--- src/rtl/otter_io_bus.sv ---
// otter_io_bus: memory-mapped I/O block for the OTTER MCU.
// Provides synchronized board inputs, CPU-writable output registers and
// a debounced, maskable interrupt controller with write-1-to-clear status.
module otter_io_bus #(
  parameter int          N_IN      = 2,
  parameter int          N_OUT     = 3,
  parameter int          DW        = 16,
  parameter int          N_IRQ     = 5,
  parameter int          DB_CYCLES = 5,
  parameter logic [31:0] IN_BASE   = 32'h11008000,
  parameter logic [31:0] OUT_BASE  = 32'h1100C000
) (
  input  logic                  clk,
  input  logic                  RST_N,
  input  logic [31:0]           iobus_addr,
  input  logic [31:0]           iobus_out,
  input  logic                  iobus_wr,
  output logic [31:0]           iobus_in,
  input  logic [N_IN*DW-1:0]    in_data,
  input  logic [N_IRQ-1:0]      irq_src,
  output logic [N_OUT*DW-1:0]   out_data,
  output logic                  intr
);

  localparam logic [31:0] STAT_ADDR = IN_BASE + 32'(4 * N_IN);
  localparam logic [31:0] MASK_ADDR = OUT_BASE + 32'(4 * N_OUT);
  localparam logic [7:0]  DB_LAST   = 8'(DB_CYCLES - 1);

  logic [N_IN*DW-1:0]          in_s1;
  logic [N_IN*DW-1:0]          in_s2;
  logic [N_IRQ-1:0]            irq_s1;
  logic [N_IRQ-1:0]            irq_s2;
  logic [N_IRQ-1:0]            db_level;
  logic [N_IRQ-1:0][7:0]       db_cnt;
  logic [N_IRQ-1:0]            db_toggle;
  logic [N_IRQ-1:0]            db_rise;
  logic [N_IRQ-1:0]            irq_stat;
  logic [N_IRQ-1:0]            irq_mask;
  logic [N_IRQ-1:0]            stat_clr;
  logic [N_OUT-1:0][DW-1:0]    out_reg;
  logic                        stat_hit;
  logic                        mask_hit;
  logic                        unused_wdata;

  assign stat_hit     = (iobus_addr == STAT_ADDR);
  assign mask_hit     = (iobus_addr == MASK_ADDR);
  assign stat_clr     = (iobus_wr && stat_hit) ? iobus_out[N_IRQ-1:0] : '0;
  assign out_data     = out_reg;
  assign unused_wdata = ^iobus_out;

  // Two-flop synchronizers for every asynchronous board input and IRQ line
  always_ff @(posedge clk) begin
    if (!RST_N) begin
      in_s1  <= '0;
      in_s2  <= '0;
      irq_s1 <= '0;
      irq_s2 <= '0;
    end else begin
      in_s1  <= in_data;
      in_s2  <= in_s1;
      irq_s1 <= irq_src;
      irq_s2 <= irq_s1;
    end
  end

  // Detect the edge on which a channel's debounced level will flip
  always_comb begin
    db_toggle = '0;
    db_rise   = '0;
    for (int i = 0; i < N_IRQ; i++) begin
      db_toggle[i] = (irq_s2[i] != db_level[i]) && (db_cnt[i] == DB_LAST);
      db_rise[i]   = db_toggle[i] && !db_level[i];
    end
  end

  // Per-channel debounce counters and debounced levels
  always_ff @(posedge clk) begin
    if (!RST_N) begin
      db_cnt   <= '0;
      db_level <= '0;
    end else begin
      for (int i = 0; i < N_IRQ; i++) begin
        if (irq_s2[i] == db_level[i]) begin
          db_cnt[i] <= '0;
        end else if (db_toggle[i]) begin
          db_cnt[i]   <= '0;
          db_level[i] <= ~db_level[i];
        end else begin
          db_cnt[i] <= db_cnt[i] + 8'd1;
        end
      end
    end
  end

  // Interrupt status (sticky, W1C, set wins), mask and registered request
  always_ff @(posedge clk) begin
    if (!RST_N) begin
      irq_stat <= '0;
      irq_mask <= '0;
      intr     <= 1'b0;
    end else begin
      irq_stat <= (irq_stat & ~stat_clr) | db_rise;
      if (iobus_wr && mask_hit) irq_mask <= iobus_out[N_IRQ-1:0];
      intr <= |(irq_stat & irq_mask);
    end
  end

  // CPU-writable output registers
  always_ff @(posedge clk) begin
    if (!RST_N) begin
      out_reg <= '0;
    end else if (iobus_wr) begin
      for (int k = 0; k < N_OUT; k++) begin
        if (iobus_addr == OUT_BASE + 32'(4 * k)) out_reg[k] <= iobus_out[DW-1:0];
      end
    end
  end

  // Combinational read mux; unmapped addresses read as zero
  always_comb begin
    iobus_in = '0;
    for (int k = 0; k < N_IN; k++) begin
      if (iobus_addr == IN_BASE + 32'(4 * k)) iobus_in = 32'(in_s2[k*DW +: DW]);
    end
    for (int k = 0; k < N_OUT; k++) begin
      if (iobus_addr == OUT_BASE + 32'(4 * k)) iobus_in = 32'(out_reg[k]);
    end
    if (stat_hit) iobus_in = 32'(irq_stat);
    if (mask_hit) iobus_in = 32'(irq_mask);
  end

endmodule

--- config.mk ---
export PLATFORM = sky130hd
export DESIGN_NAME = otter_io_bus
export DESIGN_NICKNAME = d
export VERILOG_FILES = /design/src/rtl/otter_io_bus.sv
export SDC_FILE = /design/constraint.sdc
export NUM_CORES = 1
export LEC_CHECK = 0
export CORE_MARGIN = 5
export CORE_UTILIZATION = 45
export CTS_BUF_LIST = sky130_fd_sc_hd__clkbuf_4
export DETAILED_ROUTE_END_ITERATION = 6
export PLACE_DENSITY = 0.74
export SLEW_MARGIN = 20
export SYNTH_ARGS = -nofsm -noshare
export SYNTH_HDL_FRONTEND = slang
export SYNTH_SLANG_ARGS = --single-unit
--- constraint.sdc ---
create_clock -name clk -period 5.52 [get_ports clk]
set_input_delay 1.104 -clock clk [delete_from_list [all_inputs] [get_ports clk]]
set_output_delay 1.104 -clock clk [all_outputs]
set_load 0.005 [all_outputs]
== Word-level counts from Yosys, hierarchy flattened ==
Cells that the tools add are included.
Storage, ports and cells
  bits in registers: 178
  bits in latches: 0
  bits in writable memories: 0
  ROM bits: 0
  bits of input ports: 104
  output and inout port bits: 81
  logic and storage cells: 101
  memories kept: 0
Operators by class
  add/sub/neg operators: 5
  multipliers: 0
  divide/modulo/power cells: 0
  $lt $le $gt $ge: 0
  eq/ne operators: 22
  shift operators: 0
  mux-type cells: 8
  bitwise logic cells: 15
  reduce and logical (&&, ||, !) cells: 31
Operator list (count)
  equality test 32 x 29 -> 1 bit (second input constant): 7
  2-to-1 mux 32 bit: 6
  adder 8 x 1 -> 8 bit (second input constant): 5
  equality test 8 x 3 -> 1 bit (second input constant): 5
  2-to-1 mux 16 bit: 1
  AND reduction 2 bit: 8
  OR reduction 3 bit: 5
  logical AND 1 bit: 12
  inverter 1 bit: 11
  bitwise AND 5 bit: 2
  equality test 1 bit: 5
  logical NOT 1 bit: 5
  2-to-1 mux 5 bit: 1
  != test 1 bit: 5
  inverter 5 bit: 1
  OR 5 bit: 1
  OR reduction 5 bit: 1

== Depth between registers and ports, before layout ==
  word-level depth: 8
  mapped depth: 7
  mapped depth without buffers: 6

== Worst setup path after synthesis ==
OpenSTA, ideal clock, no wires.
  path type: in2out
  start point: in iobus_addr[16]
  end point: out iobus_in[10]
  arrival: 2.505 ns
  data required time: 4.416 ns
  setup slack: 1.911 ns
  cell stages on the path: 6
  path buffers: 2
  cell sequence: nor4_2 > nand4_4 > or2_2 > clkbuf_1 > clkbuf_1 > a21oi_1
Between the ends
  longest elaborated chain between the ends: 8
  elaborated cells between the ends (all ways): 14
  those cells by class: eq/ne (7); mux (7)
RTL lines
  start: declaration: line 15  | input logic [31:0] iobus_addr,
  equality test 32 x 29 -> 1 bit: line 123  | if (iobus_addr == IN_BASE + 32'(4 * k)) iobus_in = 32'(in_s2[k*DW +: DW]);
  2-to-1 mux 16 bit: line 123
  2-to-1 mux 32 bit: line 123
  2-to-1 mux 32 bit (3 in series): line 126  | if (iobus_addr == OUT_BASE + 32'(4 * k)) iobus_in = 32'(out_reg[k]);
  2-to-1 mux 32 bit: line 128  | if (stat_hit) iobus_in = 32'(irq_stat);
  2-to-1 mux 32 bit *: line 129  | if (mask_hit) iobus_in = 32'(irq_mask);
  end: declaration: line 18  | output logic [31:0] iobus_in,
Every way passes the cells marked *; elsewhere a longest branch is shown, timed or not.

== Final worst setup path ==
  start point: in iobus_addr[14]
  end point: out iobus_in[2]
Same word-level chain as after synthesis.

==> results.toml <==
[clock_network]
clock-sinks = 178
htree_levels = 4
cts_setup_buffers = 0
ctsResizeCount = 0
cts_made_buffers = 17
cts_hold_buf = 0
clk_latency_ps = 540
cts_root_buf = "clkbuf_4"
cts.path.max_buffers = 2
cts_tree = "done"
clk_pin_slew_ps = 150

[layout]
drive_above_1_share_pct = 7.83
final_core_util_pct = 57.7
syn_to_final_growth_pct = 26.0
nets = 970
stdcell_count = 1086

[global_routing]
grt_pass1_wl_um = 25700
grt-busiest-layer = "met2"
gr-total-overflow = 0
grt_max_degree = 87
use_met1_pct = 25.0
grt_usage_pct = 17.6
antenna_found_initial = 1
grt_pass1_vias = 4873
use_met2_pct = 26.3
gr-usage-met3_pct = 4.34

[die]
dieWidth_um = 137
rows = 46
core-area_sq_um = 15900
pin_count = 185
die_h_um = 137
die-area_sq_um = 18800
initial_core_util_pct = 45.8

[pwr]
powerDensity_nw_per_um2 = 234
ir_drop_uv = 110
p_leak_nw = 3.31

[drt]
vias = 5242
routed_wl_um = 16300
drtAntennaViolNets = 0
viasPerCell = 4.83
wire_per_inst_um = 15.0
drt_pass1_iterations = 5
drtIter0Drc = 360
drc = 0

[timing]
setup_viol = 0
clock_skew_ps = 13.7
post-route-period-util_pct = 82.8
report.final.slew_viol_count = 0
clock.fmax_mhz = 219
rsz0062_at_grt = "no"
relSlewSlack_pct = 47.8
min_period_ps = 4570
tightest_slew_ps = 776
tns_ps = 0
hold_viol_final = 0

[critical_path]
worstSetupPathType = "primary input to output port"
worstPathArrival_ps = 3460
crit_fanout = 15
cp-end-kind = "output port"
worstPathRequired_ps = 4420
worstSetupStartpointType = "primary input"

[yosys]
syn_inst = 711
ys_seq_area_share_pct = 49.0
synth_edf_count = 0
synth-xor-area-share_pct = 4.21
async_reset_ff_share_pct = 0
synth_cell_types = 42
ys_warn_count = 0
synthMuxAreaShare_pct = 13.4
avgSynthCellArea_sq_um = 10.2
synth-compound-area-share_pct = 3.51
syn-cell-area_sq_um = 7270
synthAdderAreaFrac_pct = 1.72
synth_top_family_by_area = "simple AND/OR/NAND/NOR gates"
synth-simple-area-share_pct = 23.6
ys_ff_latch = 178
synthFlopType = "dfxtp_1"

[flow_run]
maxCapViolCount = 0

[min_path]
hold_class = "flop to flop"

[placed_design]
placed_cells = 1053
place_congestion = 0.812
io_buffers = 152
dp_hpwl_um = 12100

[status]
status = "finished clean"
registers in the layout, indices dropped and copies added, names as in the netlist:
| name | cells |
|---|---|
| irq_mask | 5 |
| irq_s1 | 5 |
| irq_stat | 5 |
| db_level | 5 |
| in_s2 | 32 |
| irq_s2 | 5 |
| in_s1 | 32 |
| intr | 1 |
| out_data | 48 |
| db_cnt | 40 |
cells in the mapped netlist (2+ instances only):
cell | n | area, sq um
and2_1 | 74 | 463
ha_1 | 10 | 125
buf_6 | 3 | 33.8
nor2b_1 | 5 | 31.3
mux2i_1 | 66 | 661
nor4_4 | 6 | 128
nor4b_4 | 2 | 47.6
a22o_1 | 2 | 17.5
nor4b_1 | 3 | 26.3
nor3_1 | 3 | 15.0
inv_1 | 15 | 56.3
o311ai_0 | 5 | 43.8
a21oi_1 | 11 | 55.1
clkbuf_1 | 25 | 93.8
nand2b_1 | 13 | 81.3
buf_4 | 16 | 120
xor2_1 | 30 | 263
xnor2_1 | 5 | 43.8
nor3b_1 | 3 | 22.5
nor4_2 | 2 | 25.0
nor2_1 | 49 | 184
a221oi_1 | 2 | 17.5
mux4_2 | 14 | 315
o31ai_1 | 5 | 37.5
nand3_1 | 44 | 220
buf_1 | 3 | 11.3
nand4_4 | 2 | 42.5
a21boi_0 | 3 | 22.5
and3_1 | 10 | 62.6
buf_2 | 3 | 15.0
nand2_1 | 85 | 319
o2bb2ai_1 | 5 | 43.8
dfxtp_1 | 178 | 3560
layout make-up:
class	instances	area (sq um)
clock inverter	15	123
multi-input combinational	483	3440
clock buffer	17	128
timing repair buffer	161	1590
antenna	1	2.50
fill	1409	6720
sequential	178	3560
inverter	15	56.3
tap	216	270
worst paths after layout:
check                                     from     endpoint  slack, ps  cells after the start
worst max register to register      db_cnt[24]   db_cnt[28]       3920                      6
worst min-delay path                  in_s1[3]     in_s2[3]        440                      1
worst max-delay path            iobus_addr[14]  iobus_in[2]        950                      6
worst min register to register        in_s1[3]     in_s2[3]        440                      1
critical path, cell delays in order:
cell and delay [ps]:
clkdlybuf4s50_1 890, buf_4 360, mux4_2 340, mux2i_1 240, nor2_1 80, clkdlybuf4s50_1 450
per-layer routing:
layer	routed length [um]	share of wire, %
met1	7670	47
met3	1220	7.5
met2	7140	44
met4	226	1.4
met5	0	0
power breakdown:
part	internal, mW	leakage (nW)	switching, mW
registers	1.31	1.45	0.00902
logic	0.0884	1.72	0.0690
clock network	0.194	0.142	0.474
stage by stage:
stage	hold slack, ps	power, mW	area (sq um)	worst slack, ps
2_1_floorplan	412	1.43	7330	1910
3_5_place_dp	417	1.51	8910	964
4_1_cts	441	2.17	9160	964
3_3_place_gp	414	1.51	8910	963
5_1_grt	449	2.24	9170	847
6_report	438	2.15	9170	951
cell usage in the layout (no fill, tap or decap), types with 6 or more instances in the layout:
master,instances
nand3_1,44
buf_4,10
nand2_1,85
mux2i_1,66
conb_1,16
nand2b_1,13
clkdlybuf4s50_1,151
clkbuf_4,17
and3_1,10
mux4_2,14
xor2_1,30
inv_6,8
inv_1,15
nor4_4,6
a21oi_1,11
ha_1,10
and2_1,74
dfxtp_1,178
nor2_1,49
cell families (layout without fill, tap and decap cells):
group,Yosys count,in the layout
buffers and inverters,65,208
AO/OA/AOI/OAI,35,35
AND/OR/NAND/NOR,307,307
adder cells (fa/ha/maj),10,10
flip-flops,178,178
other,1,17
multiplexers,80,80
XOR/XNOR,35,35
Power figures use the tool's default switching activity.
